File: src/rtl/gb_irq_pkg.sv
// Shared interrupt-controller definitions: dispatch FSM states, vector layout
// and IRQ source indices.
package gb_irq_pkg;

  typedef enum logic [2:0] {
    ST_IDLE    = 3'd0,
    ST_HALT    = 3'd1,
    ST_WAIT1   = 3'd2,
    ST_WAIT2   = 3'd3,
    ST_PUSH_HI = 3'd4,
    ST_PUSH_LO = 3'd5,
    ST_JUMP    = 3'd6
  } irq_state_e;

  localparam logic [15:0] IRQ_VEC_BASE   = 16'h0040;
  localparam logic [15:0] IRQ_VEC_STRIDE = 16'd8;

  localparam logic [2:0] IRQ_VBLANK = 3'd0;
  localparam logic [2:0] IRQ_STAT   = 3'd1;
  localparam logic [2:0] IRQ_TIMER  = 3'd2;
  localparam logic [2:0] IRQ_SERIAL = 3'd3;
  localparam logic [2:0] IRQ_JOYP   = 3'd4;

  function automatic logic [15:0] irq_vector(input logic [2:0] idx);
    return IRQ_VEC_BASE + IRQ_VEC_STRIDE * {13'd0, idx};
  endfunction

endpackage

File: src/rtl/irq_priority_enc.sv
// Fixed-priority encoder for the five IRQ lines: the lowest set bit wins.
module irq_priority_enc
  import gb_irq_pkg::*;
(
  input  logic [4:0] i_req,
  output logic       o_valid,
  output logic [2:0] o_idx
);

  // Scan from JOYP down to VBlank so the lowest set bit is the last written.
  always_comb begin
    o_idx = IRQ_VBLANK;
    for (int i = 4; i >= 0; i--) begin
      if (i_req[i]) o_idx = 3'(i);
    end
  end

  assign o_valid = |i_req;

endmodule

File: src/rtl/irq_dispatch.sv
// Interrupt dispatch sequencer (IME/EI delay, HALT wake, 5 M-cycle vectoring).
// Optional macro IRQ_DISPATCH_CANCEL_EN re-selects the source at the end of PUSH_HI.
module irq_dispatch
  import gb_irq_pkg::*;
(
  input  logic        clk,
  input  logic        rst,
  input  logic        m_tick,
  input  logic [4:0]  IF_data,
  input  logic [4:0]  IE_data,
  input  logic        cpu_ei,
  input  logic        cpu_di,
  input  logic        cpu_reti,
  input  logic        cpu_halt,
  input  logic        instr_boundary,
  input  logic [15:0] pc,
  output logic        ime,
  output logic        halted,
  output logic        busy,
  output logic        push_we,
  output logic [7:0]  push_data,
  output logic        pc_load,
  output logic [15:0] pc_dout,
  output logic        IF_ack_we,
  output logic [7:0]  IF_ack_dout
);

  irq_state_e  r_state;
  logic        r_ime;
  logic        r_ei_delay;
  logic [15:0] r_pc;
  logic [2:0]  r_idx;
  logic        r_vld;
  logic        r_push_we;
  logic [7:0]  r_push_data;
  logic        r_pc_load;
  logic [15:0] r_pc_dout;
  logic        r_if_ack_we;
  logic [7:0]  r_if_ack_dout;

  logic [4:0]  w_pending;
  logic        w_pend_vld;
  logic [2:0]  w_pend_idx;
  logic        w_start;
  logic [4:0]  w_if_cleared;

  assign w_pending = IF_data & IE_data;

  irq_priority_enc u_prio (
    .i_req   (w_pending),
    .o_valid (w_pend_vld),
    .o_idx   (w_pend_idx)
  );

  assign w_start = m_tick && w_pend_vld && r_ime &&
                   (((r_state == ST_IDLE) && instr_boundary) || (r_state == ST_HALT));

  assign w_if_cleared = IF_data & ~(5'b00001 << r_idx);

  always_ff @(posedge clk) begin
    r_push_we     <= 1'b0;
    r_push_data   <= 8'h00;
    r_pc_load     <= 1'b0;
    r_pc_dout     <= 16'h0000;
    r_if_ack_we   <= 1'b0;
    r_if_ack_dout <= 8'h00;
    if (rst) begin
      r_state    <= ST_IDLE;
      r_ime      <= 1'b0;
      r_ei_delay <= 1'b0;
    end else begin
      if (m_tick) begin
        case (r_state)
          ST_IDLE: begin
            if (w_start)       r_state <= ST_WAIT1;
            else if (cpu_halt) r_state <= ST_HALT;
          end
          ST_HALT: begin
            if (w_pend_vld) r_state <= r_ime ? ST_WAIT1 : ST_IDLE;
          end
          ST_WAIT1: r_state <= ST_WAIT2;
          ST_WAIT2: r_state <= ST_PUSH_HI;
          ST_PUSH_HI: begin
            r_push_we   <= 1'b1;
            r_push_data <= r_pc[15:8];
            r_state     <= ST_PUSH_LO;
          end
          ST_PUSH_LO: begin
            r_push_we   <= 1'b1;
            r_push_data <= r_pc[7:0];
            if (r_vld) begin
              r_if_ack_we   <= 1'b1;
              r_if_ack_dout <= {3'b111, w_if_cleared};
            end
            r_state <= ST_JUMP;
          end
          ST_JUMP: begin
            r_pc_load <= 1'b1;
            r_pc_dout <= r_vld ? irq_vector(r_idx) : 16'h0000;
            r_state   <= ST_IDLE;
          end
          default: r_state <= ST_IDLE;
        endcase
      end
      // A dispatch start overrides any EI/DI/RETI seen on the same clock.
      if (w_start) begin
        r_ime      <= 1'b0;
        r_ei_delay <= 1'b0;
      end else if (m_tick) begin
        if (cpu_di) begin
          r_ime      <= 1'b0;
          r_ei_delay <= 1'b0;
        end else begin
          if (r_ei_delay && instr_boundary) begin
            r_ime      <= 1'b1;
            r_ei_delay <= 1'b0;
          end
          if (cpu_reti) r_ime      <= 1'b1;
          if (cpu_ei)   r_ei_delay <= 1'b1;
        end
      end
    end
  end

  // Return address and serviced source, captured for the push/ack/jump stages.
  always_ff @(posedge clk) begin
    if (w_start) r_pc <= pc;
`ifdef IRQ_DISPATCH_CANCEL_EN
    if (m_tick && (r_state == ST_PUSH_HI)) begin
      r_idx <= w_pend_idx;
      r_vld <= w_pend_vld;
    end
`else
    if (w_start) begin
      r_idx <= w_pend_idx;
      r_vld <= w_pend_vld;
    end
`endif
  end

  assign ime         = r_ime;
  assign halted      = (r_state == ST_HALT);
  assign busy        = (r_state == ST_WAIT1) || (r_state == ST_WAIT2) ||
                       (r_state == ST_PUSH_HI) || (r_state == ST_PUSH_LO) ||
                       (r_state == ST_JUMP);
  assign push_we     = r_push_we;
  assign push_data   = r_push_data;
  assign pc_load     = r_pc_load;
  assign pc_dout     = r_pc_dout;
  assign IF_ack_we   = r_if_ack_we;
  assign IF_ack_dout = r_if_ack_dout;

endmodule

File: config.mk
export PLATFORM = sky130hd
export DESIGN_NAME = irq_dispatch
export DESIGN_NICKNAME = d
export VERILOG_FILES = /design/src/rtl/gb_irq_pkg.sv /design/src/rtl/irq_priority_enc.sv /design/src/rtl/irq_dispatch.sv
export SDC_FILE = /design/constraint.sdc
export NUM_CORES = 1
export LEC_CHECK = 0
export ABC_AREA = 1
export BUFFER_PORTS_ARGS = -buffer_cell sky130_fd_sc_hd__buf_2
export CAP_MARGIN = 30
export CORE_AREA = 4 4 70 72
export CTS_CLUSTER_SIZE = 28
export DETAILED_ROUTE_END_ITERATION = 8
export DIE_AREA = 0 0 74 76
export PLACE_DENSITY = 0.7
export SETUP_SLACK_MARGIN = 0.02
export SYNTH_ARGS = -nofsm -noshare
export SYNTH_HDL_FRONTEND = slang
export SYNTH_SLANG_ARGS = --single-unit
File: constraint.sdc
create_clock -name clk -period 1.4 [get_ports clk]
set_input_delay 0.21 -clock clk [delete_from_list [all_inputs] [get_ports clk]]
set_output_delay 0.21 -clock clk [all_outputs]
set_load 0.005 [all_outputs]
==> impl_metrics.env, run 1 <==
export IMPL_outcome="finished, violations left"
export IMPL_violations="negative setup slack"
export IMPL_hold_viol=0
export IMPL_powerDensity_mw_per_mm2=1190
export IMPL_dieArea_sq_mm=0.00562
export IMPL_synth_edff_count=20
export IMPL_cts_buffers=5
export IMPL_rsz0062_at_grt="yes"
export IMPL_grt_overflow=0
export IMPL_synth_area_per_cell_sq_um=9.72
export IMPL_finalNonFillerCells=315
export IMPL_cts_tree="built"
export IMPL_reg2reg_from="r_state[1]"
export IMPL_startpoint_type="register"
export IMPL_critPathKind="reg2out"
export IMPL_vdd_drop_max_v=0.000759
export IMPL_synth_distinct_cells=23
export IMPL_layout_drive_gt1_share_pct=41.8
export IMPL_clockRootBuffer="clkbuf_8"
export IMPL_synth_largest_area_cell="edfxtp_1"
export IMPL_path_max_fanout=3
export IMPL_rows=24
export IMPL_yosys_top_cells_area="edfxtp_1 (34%), dfxtp_1 (28%), nand2_1 (7.0%), buf_4 (6.8%), nor2_1 (4.4%)"
export IMPL_min_from="pc[3]"
export IMPL_setup_viol_count_final=1
export IMPL_place_gp_congestion=0.805
export IMPL_grt_max_degree=17
export IMPL_die_w_microns=74
export IMPL_arrival_ns=1.21
export IMPL_dr_first_iter_drc_count=32
export IMPL_hold_path_endpoint="r_pc[3]"
export IMPL_ctsHtreeMaxLevel=2
export IMPL_async_flop_share_pct=0
export IMPL_seq_area_frac_synth_pct=61.9
export IMPL_syn2layout_area_growth_pct=35.5
export IMPL_drtAntennaViolNets=0
export IMPL_track_usage_pct=13.8
export IMPL_ys_seq_elements=45
export IMPL_ys_warn_count=0
export IMPL_vias=1425
export IMPL_holdPathStages=1
export IMPL_grt_pass1_vias=1363
export IMPL_grt_pass1_wl_microns=6000
export IMPL_die_h_microns=76
export IMPL_fill_cells=392
export IMPL_firstDrtPassIters=4
export IMPL_cts_buffer_depth=2
export IMPL_p_leak_nw=1.12
export IMPL_fmax_ghz=0.704
export IMPL_io_pins=72
export IMPL_routedWlPerCell_microns=11.7
export IMPL_final_core_util_pct=56.1
export IMPL_netlist_area_sq_mm=0.00178
export IMPL_end_kind="primary output"
export IMPL_fin_crit_sh_pct=102
export IMPL_worstPathRequired_ns=1.19
export IMPL_ys_top_cells_by_count="nand2_1 (33), dfxtp_1 (25), nor2_1 (21), edfxtp_1 (20)"
export IMPL_placement_io_buffers=59
export IMPL_place_inst=299
export IMPL_fin_nets=296
export IMPL_rr_worst_depth=7
export IMPL_drv_cap=0
export IMPL_cts_sinks=45
export IMPL_layout_setup_ws_ns=-0.0212
export IMPL_skew_ns=0.00378
export IMPL_routed_wl_microns=3690
export IMPL_synthMostInstantiatedCell="nand2_1"
export IMPL_reg2reg_slack_ns=0.01
export IMPL_clkTransAtPathRegs_ns=0.08
export IMPL_timing_rr_end="r_pc[1]"
export IMPL_syn_inst=183
export IMPL_start_util_pct=41.4
export IMPL_synth_top_area_share_pct=33.8
export IMPL_grt_antenna_before_repair=0
export IMPL_core_area_sq_mm=0.00429
export IMPL_finalCriticalPeriod_ns=1.42
export IMPL_post_drt_via_cell_ratio=4.52
export IMPL_hold_class="in2reg"
export IMPL_synth_flop_cell="dfxtp_1"
export IMPL_diodes=0
export IMPL_drv_slew=0
export IMPL_drc_errors=0
export IMPL_dpl_hpwl_microns=2710
export IMPL_insertion_delay_ns=0.30
metrics by stage:
step / setup TNS [ns] / area (sq um) / hold slack (ns) / setup WS, ns / power (mW)
floorplan: 0 / 1820 / 0.309 / 0.0323 / 1.68
global route: -1.82 / 2410 / 0.0577 / -0.0910 / 3.00
detailed placement: 0 / 2160 / 0.388 / 0.0272 / 1.80
global placement: 0 / 2160 / 0.387 / 0.0447 / 1.80
CTS: -0.278 / 2370 / 0.0739 / -0.0265 / 2.84
finish: -0.0212 / 2410 / 0.0797 / -0.0212 / 2.86
worst max-delay path, cell delays in order (launching register included):
cell     delay [ns]
dfxtp_2        0.36
inv_4          0.08
buf_6          0.10
o21ai_2        0.05
or2_4          0.22
buf_6          0.11
cell usage in the layout, fill, tap and decap left out, drive strengths merged, types with 4 or more instances in the layout:
| cell type | synthesis | final |
|---|---|---|
| dfxtp | 25 | 25 |
| nand3 | 15 | 15 |
| a21oi | 14 | 14 |
| inv | 18 | 17 |
| buf | 16 | 78 |
| nor2 | 22 | 22 |
| edfxtp | 20 | 20 |
| conb | 1 | 12 |
| nand2 | 37 | 37 |
| o21ai | 4 | 4 |
| a31oi | 4 | 4 |
| clkbuf | 1 | 5 |
timing repair:
action | in CTS | in global routing
hold buffers | 0 | 0
gates resized for setup | 19 | 5
pin swaps | 1 | 2
setup buffers | 6 | 2
endpoints found under the setup margin | 7 | 25
cells by family after synthesis:
family | share of synthesized area (%)
AO/OA/AOI/OAI | 7.74
buffers and inverters | 11.0
flip-flops | 61.9
other | 0.211
AND/OR/NAND/NOR | 19.1
registers in the layout, summed over array words and instances, names as in the netlist:
name and cells:
r_pc 16, push_data 8, IF_ack_dout 6, pc_dout 4, r_idx 3, r_state 3, ime 1, pc_load 1
push_we 1, r_ei_delay 1, r_vld 1
worst max-delay path by stage:
stage / start / endpoint / slack [ns] / depth (start not counted)
floorplan: r_state[1] / r_state[0] / 0.03 / 8
global placement: IF_data[3] / r_pc[0] / 0.04 / 8
detailed placement: IF_data[3] / r_pc[0] / 0.03 / 8
CTS: r_state[1] / busy / -0.03 / 5
global route: r_state[0] / r_state[1] / -0.09 / 10
finish: r_state[1] / busy / -0.02 / 5
power breakdown:
group | internal (mW) | total, mW | switching (mW)
Sequential | 1.41 | 1.42 | 0.0194
Clock | 0.534 | 0.968 | 0.435
Combinational | 0.220 | 0.468 | 0.247
routing by layer:
| metal | part of all wire (%) | routed length (microns) | vias to the layer above | global-route usage [%] |
|---|---|---|---|---|
| met4 | 1.1 | 42 | 0 | 3.26 |
| met3 | 11 | 410 | 8 | 5.94 |
| met5 | 0 | 0 | - | 0 |
| met2 | 52 | 1900 | 65 | 24.7 |
| li1 | - | - | 730 | - |
| met1 | 36 | 1330 | 622 | 14.6 |
layout make-up:
| type | instances | area [sq um] | area share, % |
|---|---|---|---|
| tap | 52 | 65.1 | 2.70 |
| multi-input combinational | 113 | 573 | 23.8 |
| clock inverter | 3 | 46.3 | 1.92 |
| sequential | 45 | 1100 | 45.9 |
| clock buffer | 5 | 68.8 | 2.86 |
| timing repair buffer | 78 | 468 | 19.4 |
| inverter | 19 | 82.6 | 3.43 |
Note: power is estimated with default switching activity, not from simulation.
==> run 2: changes to the inputs <==
Settings changed: ABC_AREA 1 to not set, PLACE_DENSITY 0.7 to 0.69.
==> run 2 against run 1 <==
  * The flow now finishes without violations
  * Fmax increased by 2.1%
  * Sequential share of layout area increased by 2.3 points
  * Synthesized cell count decreased by 20%
  * Combinational power decreased by 52%
  * Worst hold slack improved by 0.014 ns
  * Clock skew decreased by 0.0020 ns
  * Routed wire length decreased by 4.7%
  * Global-route usage decreased by 1.4 points
  * Non-clock buffer count decreased by 4
  * Critical path depth decreased by 1
  * Clock-buffer cell count increased by 2
==> impl_metrics.env, run 2 <==
export IMPL_min_from="pc[12]"
export IMPL_rsz0062_at_grt="yes"
export IMPL_track_usage_pct=12.4
export IMPL_hold_path_endpoint="r_pc[12]"
export IMPL_setup_viol_count_final=0
export IMPL_ys_top_cells_by_count="dfxtp_1 (25), edfxtp_1 (20), buf_4 (15), nor2_1 (14), mux2i_1 (8)"
export IMPL_end_kind="register"
export IMPL_synthMostInstantiatedCell="dfxtp_1"
export IMPL_fin_crit_sh_pct=99.4
export IMPL_finalCriticalPeriod_ns=1.39
export IMPL_dieArea_sq_mm=0.00562
export IMPL_ys_seq_elements=45
export IMPL_io_pins=72
export IMPL_synth_compound_area_share_pct=10.7
export IMPL_startpoint_type="register"
export IMPL_diodes=0
export IMPL_synthAdderAreaFrac_pct=0
export IMPL_clockRootBuffer="clkbuf_8"
export IMPL_synth_distinct_cells=38
export IMPL_cts_buffer_depth=2
export IMPL_cts_sinks=45
export IMPL_core_area_sq_mm=0.00429
export IMPL_powerDensity_mw_per_mm2=1130
export IMPL_cts_tree="built"
export IMPL_insertion_delay_ns=0.29
export IMPL_grt_antenna_before_repair=0
export IMPL_drv_slew=0
export IMPL_p_leak_nw=1.08
export IMPL_syn2layout_area_growth_pct=30.6
export IMPL_synth_edff_count=20
export IMPL_seq_area_sq_mm=0.00111
export IMPL_grt_max_degree=21
export IMPL_post_cts_buffers=0
export IMPL_cts_buffers=5
export IMPL_final_cell_mix="buf_2 (59), dfxtp_1 (22), edfxtp_1 (20), nor2_1 (14), buf_4 (13)"
export IMPL_synth_area_per_cell_sq_um=12.0
export IMPL_grt_overflow=0
export IMPL_clkTransAtPathRegs_ns=0.08
export IMPL_reg2reg_from="r_state[1]"
export IMPL_reg2reg_slack_ns=0.009
export IMPL_grt_pass1_wl_microns=5420
export IMPL_routed_wl_microns=3520
export IMPL_layout_setup_ws_ns=0.00857
export IMPL_synth_flop_cell="dfxtp_1"
export IMPL_final_common_cell="buf_2"
export IMPL_drv_cap=0
export IMPL_synth_area_mux_share_pct=4.55
export IMPL_ctsHtreeMaxLevel=2
export IMPL_path_cells="nor4bb_4, o311ai_2, inv_2, buf_12"
export IMPL_placement_io_buffers=59
export IMPL_holdPathStages=1
export IMPL_layout_drive_gt1_share_pct=43.1
export IMPL_seq_area_frac_synth_pct=62.5
export IMPL_synth_top_area_share_pct=34.1
export IMPL_place_ws_ns=-0.143
export IMPL_hold_viol=0
export IMPL_async_flop_share_pct=0
export IMPL_finalNonFillerCells=270
export IMPL_slowest_delay_ns=0.37
export IMPL_skew_ns=0.00175
export IMPL_netlist_area_sq_mm=0.00176
export IMPL_die_h_microns=76
export IMPL_dr_first_iter_drc_count=22
export IMPL_worstPathRequired_ns=1.40
export IMPL_fmax_ghz=0.719
export IMPL_synth_xor_area_share_pct=0
export IMPL_synth_top_family_by_area="simple AND/OR/NAND/NOR gates"
export IMPL_fill_cells=407
export IMPL_synth_simple_gate_area_share_pct=12.2
export IMPL_firstDrtPassIters=4
export IMPL_synth_largest_area_cell="edfxtp_1"
export IMPL_rows=24
export IMPL_regMostFlops="r_pc"
export IMPL_fin_nets=251
export IMPL_path_max_fanout=20
export IMPL_vdd_drop_max_v=0.000634
export IMPL_hold_class="in2reg"
export IMPL_post_drt_via_cell_ratio=4.66
export IMPL_grt_pass1_vias=1214
export IMPL_routedWlPerCell_microns=13.0
export IMPL_arrival_ns=1.39
export IMPL_place_gp_congestion=0.847
export IMPL_place_inst=262
export IMPL_vias=1259
export IMPL_start_util_pct=41.0
export IMPL_dpl_hpwl_microns=2730
export IMPL_syn_inst=147
export IMPL_yosys_top_cells_area="edfxtp_1 (34%), dfxtp_1 (28%), buf_4 (6.4%), mux2i_1 (4.5%), nor2_1 (3.0%)"
export IMPL_multiInputGateArea_sq_um=556
export IMPL_ys_warn_count=0
export IMPL_rr_worst_depth=4
export IMPL_die_w_microns=74
export IMPL_outcome="finished, final reports clean"
export IMPL_largest_reg_flops=16
export IMPL_critPathKind="reg2reg"
export IMPL_timing_rr_end="r_pc[11]"
export IMPL_slowest_stage="dfxtp_4"
export IMPL_drc_errors=0
export IMPL_drtAntennaViolNets=0
## run 2: cell count changes after synthesis, moves of 7 or more
| cell | previous run | this run |
|---|---|---|
| nand2_1 | 33 | 6 |
| a21oi_1 | 14 | 4 |
| nand3_1 | 12 | 2 |
| inv_1 | 16 | 7 |
| mux2i_1 | 0 | 8 |
| nor2_1 | 21 | 14 |
## run 2: per-stage QoR
step	power (mW)	hold slack, ns	TNS [ns]	area (sq um)	utilization, %
after floorplan	1.57	0.282	-1.49	1840	-
after global placement	1.64	0.387	-0.886	2160	50.4
after detailed placement	1.65	0.388	-0.841	2160	50.4
after CTS	2.64	0.0789	-0.0343	2290	53.4
after global routing	2.71	0.0761	-1.33	2300	53.5
final	2.60	0.0934	0	2300	53.5
## run 2: worst max path at each step
stage               startpoint    endpoint  slack [ns]  cells after the start
finish              r_state[1]    r_pc[11]       0.009                      4
global route        r_state[1]     r_pc[0]       -0.07                      4
CTS                 r_state[2]    r_pc[14]      -0.004                      4
detailed placement  IF_data[0]  r_state[1]       -0.14                      5
global placement    IF_data[0]  r_state[1]       -0.11                      5
floorplan           r_state[1]    r_idx[0]       -0.07                      4
## run 2: area by class of cell
cell class              count  area share, %
clock buffers               7           3.76
clock inverters             1           1.31
inverters                   7           1.14
multi-input cells          84           24.2
flip-flops and latches     45           48.2
well taps                  52           2.83
repair buffers             74           18.6
## run 2: critical path, delay by kind of cell, from the launching register on
family,cells,cell delay [ns]
compound gates,1,0.17
flops,1,0.37
buf+inv,2,0.26
simple gates,1,0.30
## run 2: cells by family (layout without fill, tap and decap cells)
group	after synthesis	after routing
buffers and inverters	29	89
flip-flops	45	45
AND/OR/NAND/NOR	40	40
multiplexers	8	8
other	1	12
AO/OA/AOI/OAI	24	24
## run 2: metal layers
metal | up-vias | GRT usage, % | wire (microns)
met5 | - | 0 | 0
li1 | 634 | - | -
met3 | 5 | 3.56 | 216
met4 | 0 | 4.89 | 55
met2 | 36 | 22.8 | 1930
met1 | 584 | 12.8 | 1310
## run 2: what timing repair did
item / in CTS / in global routing
gates resized for setup: 5 / 3
hold buffers: 0 / 0
endpoints found under the setup margin: 23 / 23
pin swaps: 2 / 1
endpoints found under the hold margin: 0 / 0
## run 2: power by group
part	switching, mW	internal (mW)
Clock	0.397	0.581
Combinational	0.107	0.117
Sequential	0.0123	1.39
==> run 3: changes to the inputs <==
Settings changed: BUFFER_PORTS_ARGS -buffer_cell sky130_fd_sc_hd__buf_2 to -buffer_cell sky130_fd_sc_hd__buf_4, CORE_AREA 4 4 70 72 to 4 4 69 71, CTS_BUF_LIST set to sky130_fd_sc_hd__clkbuf_8, DIE_AREA 0 0 74 76 to 0 0 73 75, PLACE_DENSITY 0.69 to 0.71.
==> run 3 against run 2 <==
  * Global-route usage increased by 0.37 points
  * Sequential cell count unchanged
  * Routed wire length decreased by 6.1%
  * Register-to-register slack improved by 0.08 ns
  * Largest power group unchanged
  * Critical path type is now reg2out
  * First-iteration DRC count increased to 3.1 times the previous value
  * Sequential power about the same
  * Design area increased by 4.6%
==> impl_metrics.env, run 3 (same netlist as run 2, synthesis figures left out) <==
export IMPL_clkTransAtPathRegs_ns=0.08
export IMPL_drtAntennaViolNets=0
export IMPL_drv_cap=0
export IMPL_die_w_microns=73
export IMPL_core_area_sq_mm=0.00423
export IMPL_vdd_drop_max_v=0.000791
export IMPL_insertion_delay_ns=0.29
export IMPL_cts_sinks=45
export IMPL_hold_class="in2reg"
export IMPL_setup_viol_count_final=0
export IMPL_grt_antenna_before_repair=0
export IMPL_cts_buffers=5
export IMPL_drv_slew=0
export IMPL_end_kind="primary output"
export IMPL_cts_buffer_depth=2
export IMPL_fin_nets=250
export IMPL_rows=24
export IMPL_layout_drive_gt1_share_pct=42.9
export IMPL_post_drt_via_cell_ratio=4.66
export IMPL_hold_buffers=0
export IMPL_clockRootBuffer="clkbuf_8"
export IMPL_io_pins=72
export IMPL_outcome="finished, final reports clean"
export IMPL_largest_reg_flops=16
export IMPL_rsz0062_at_grt="yes"
export IMPL_hold_viol=0
export IMPL_grt_pass1_vias=1203
export IMPL_slowest_stage="dfxtp_2"
export IMPL_routed_wl_microns=3300
export IMPL_path_cells="buf_4, and3_1, nor2_1, buf_4"
export IMPL_finalCriticalPeriod_ns=1.35
export IMPL_path_max_fanout=6
export IMPL_crit_family="flip-flops"
export IMPL_crit_top_cell="buf_4"
export IMPL_vias=1254
export IMPL_layout_setup_ws_ns=0.0494
export IMPL_fin_crit_sh_pct=96.5
export IMPL_cts_tree="built"
export IMPL_grt_max_degree=21
export IMPL_dieArea_sq_mm=0.00548
export IMPL_die_h_microns=75
export IMPL_diodes=0
export IMPL_firstDrtPassIters=4
export IMPL_dr_first_iter_drc_count=68
export IMPL_cp_num_buf_inv=2
export IMPL_final_common_cell="buf_4"
export IMPL_p_leak_nw=1.07
export IMPL_drc_errors=0
export IMPL_regMostFlops="r_pc"
export IMPL_dpl_hpwl_microns=2590
export IMPL_fill_cells=361
export IMPL_routedWlPerCell_microns=12.3
export IMPL_skew_ns=0.00610
export IMPL_syn2layout_area_growth_pct=36.5
export IMPL_track_usage_pct=12.8
export IMPL_final_core_util_pct=56.8
export IMPL_powerDensity_mw_per_mm2=1000
export IMPL_fmax_ghz=0.740
export IMPL_critPathKind="reg2out"
export IMPL_final_cell_mix="buf_4 (71), dfxtp_1 (22), edfxtp_1 (20), nor2_1 (13), conb_1 (12)"
export IMPL_place_ws_ns=-0.151
export IMPL_worstPathRequired_ns=1.19
export IMPL_placement_io_buffers=59
export IMPL_start_util_pct=41.6
export IMPL_ctsHtreeMaxLevel=2
export IMPL_arrival_ns=1.14
export IMPL_startpoint_type="register"
export IMPL_place_gp_congestion=0.772
export IMPL_grt_pass1_wl_microns=5200
export IMPL_slowest_delay_ns=0.33
export IMPL_grt_overflow=0
run 3: cell count changes in the layout (fill, tap and decap cells not counted), sizes merged:
| cell | before | now |
|---|---|---|
| clkbuf | 7 | 5 |
| clkinv | 0 | 2 |
| buf | 74 | 73 |
| bufinv | 1 | 0 |
| clkinvlp | 0 | 1 |
run 3: final cells by class:
cell class	count	area (sq um)	share of cell area [%]
Inverter	7	31.3	1.30
Tap cell	52	65.1	2.71
Sequential cell	45	1100	46.0
Timing Repair Buffer	73	556	23.1
Multi-Input combinational cell	84	558	23.2
Clock inverter	3	20.0	0.833
Clock buffer	5	68.8	2.86
run 3: repair_timing:
item                                   CTS  global route
buffers inserted                         0             0
resized for setup                        6             4
setup endpoints to repair               23            27
endpoints found under the hold margin    0             0
run 3: path summary, 6_finish.rpt:
check / start / to / slack, ns / depth (start not counted)
hold / removal: pc[6] / r_pc[6] / 0.08 / 1
setup / recovery: r_state[0] / busy / 0.05 / 4
setup reg to reg: r_state[2] / r_state[1] / 0.09 / 5
hold reg to reg: r_pc[14] / push_data[6] / 0.49 / 2
run 3: stage by stage:
| step | hold slack, ns | area (sq um) | std cells | power (mW) | setup TNS, ns |
|---|---|---|---|---|---|
| floorplan | 0.282 | 1840 | 158 | 1.57 | -1.49 |
| finish | 0.0840 | 2400 | 269 | 2.41 | 0 |
| global placement | 0.389 | 2290 | 261 | 1.67 | -1.53 |
| global route | 0.0564 | 2400 | 269 | 2.53 | -0.0449 |
| detailed placement | 0.389 | 2290 | 261 | 1.67 | -1.90 |
| CTS | 0.0696 | 2400 | 269 | 2.44 | 0 |
run 3: power breakdown:
| group | leakage [nW] | internal, mW | total, mW | switching (mW) |
|---|---|---|---|---|
| Sequential | 0.383 | 1.39 | 1.40 | 0.00777 |
| Combinational | 0.645 | 0.142 | 0.249 | 0.107 |
| Clock | 0.0455 | 0.347 | 0.768 | 0.420 |
run 3: layer usage:
| metal | part of all wire (%) | GRT usage, % | vias to the layer above | wire length, microns |
|---|---|---|---|---|
| met1 | 41 | 14.6 | 560 | 1360 |
| met4 | 0.70 | 3.89 | 0 | 23 |
| li1 | - | - | 632 | - |
| met5 | 0 | 0 | - | 0 |
| met2 | 47 | 21.2 | 59 | 1560 |
| met3 | 11 | 6.41 | 3 | 357 |
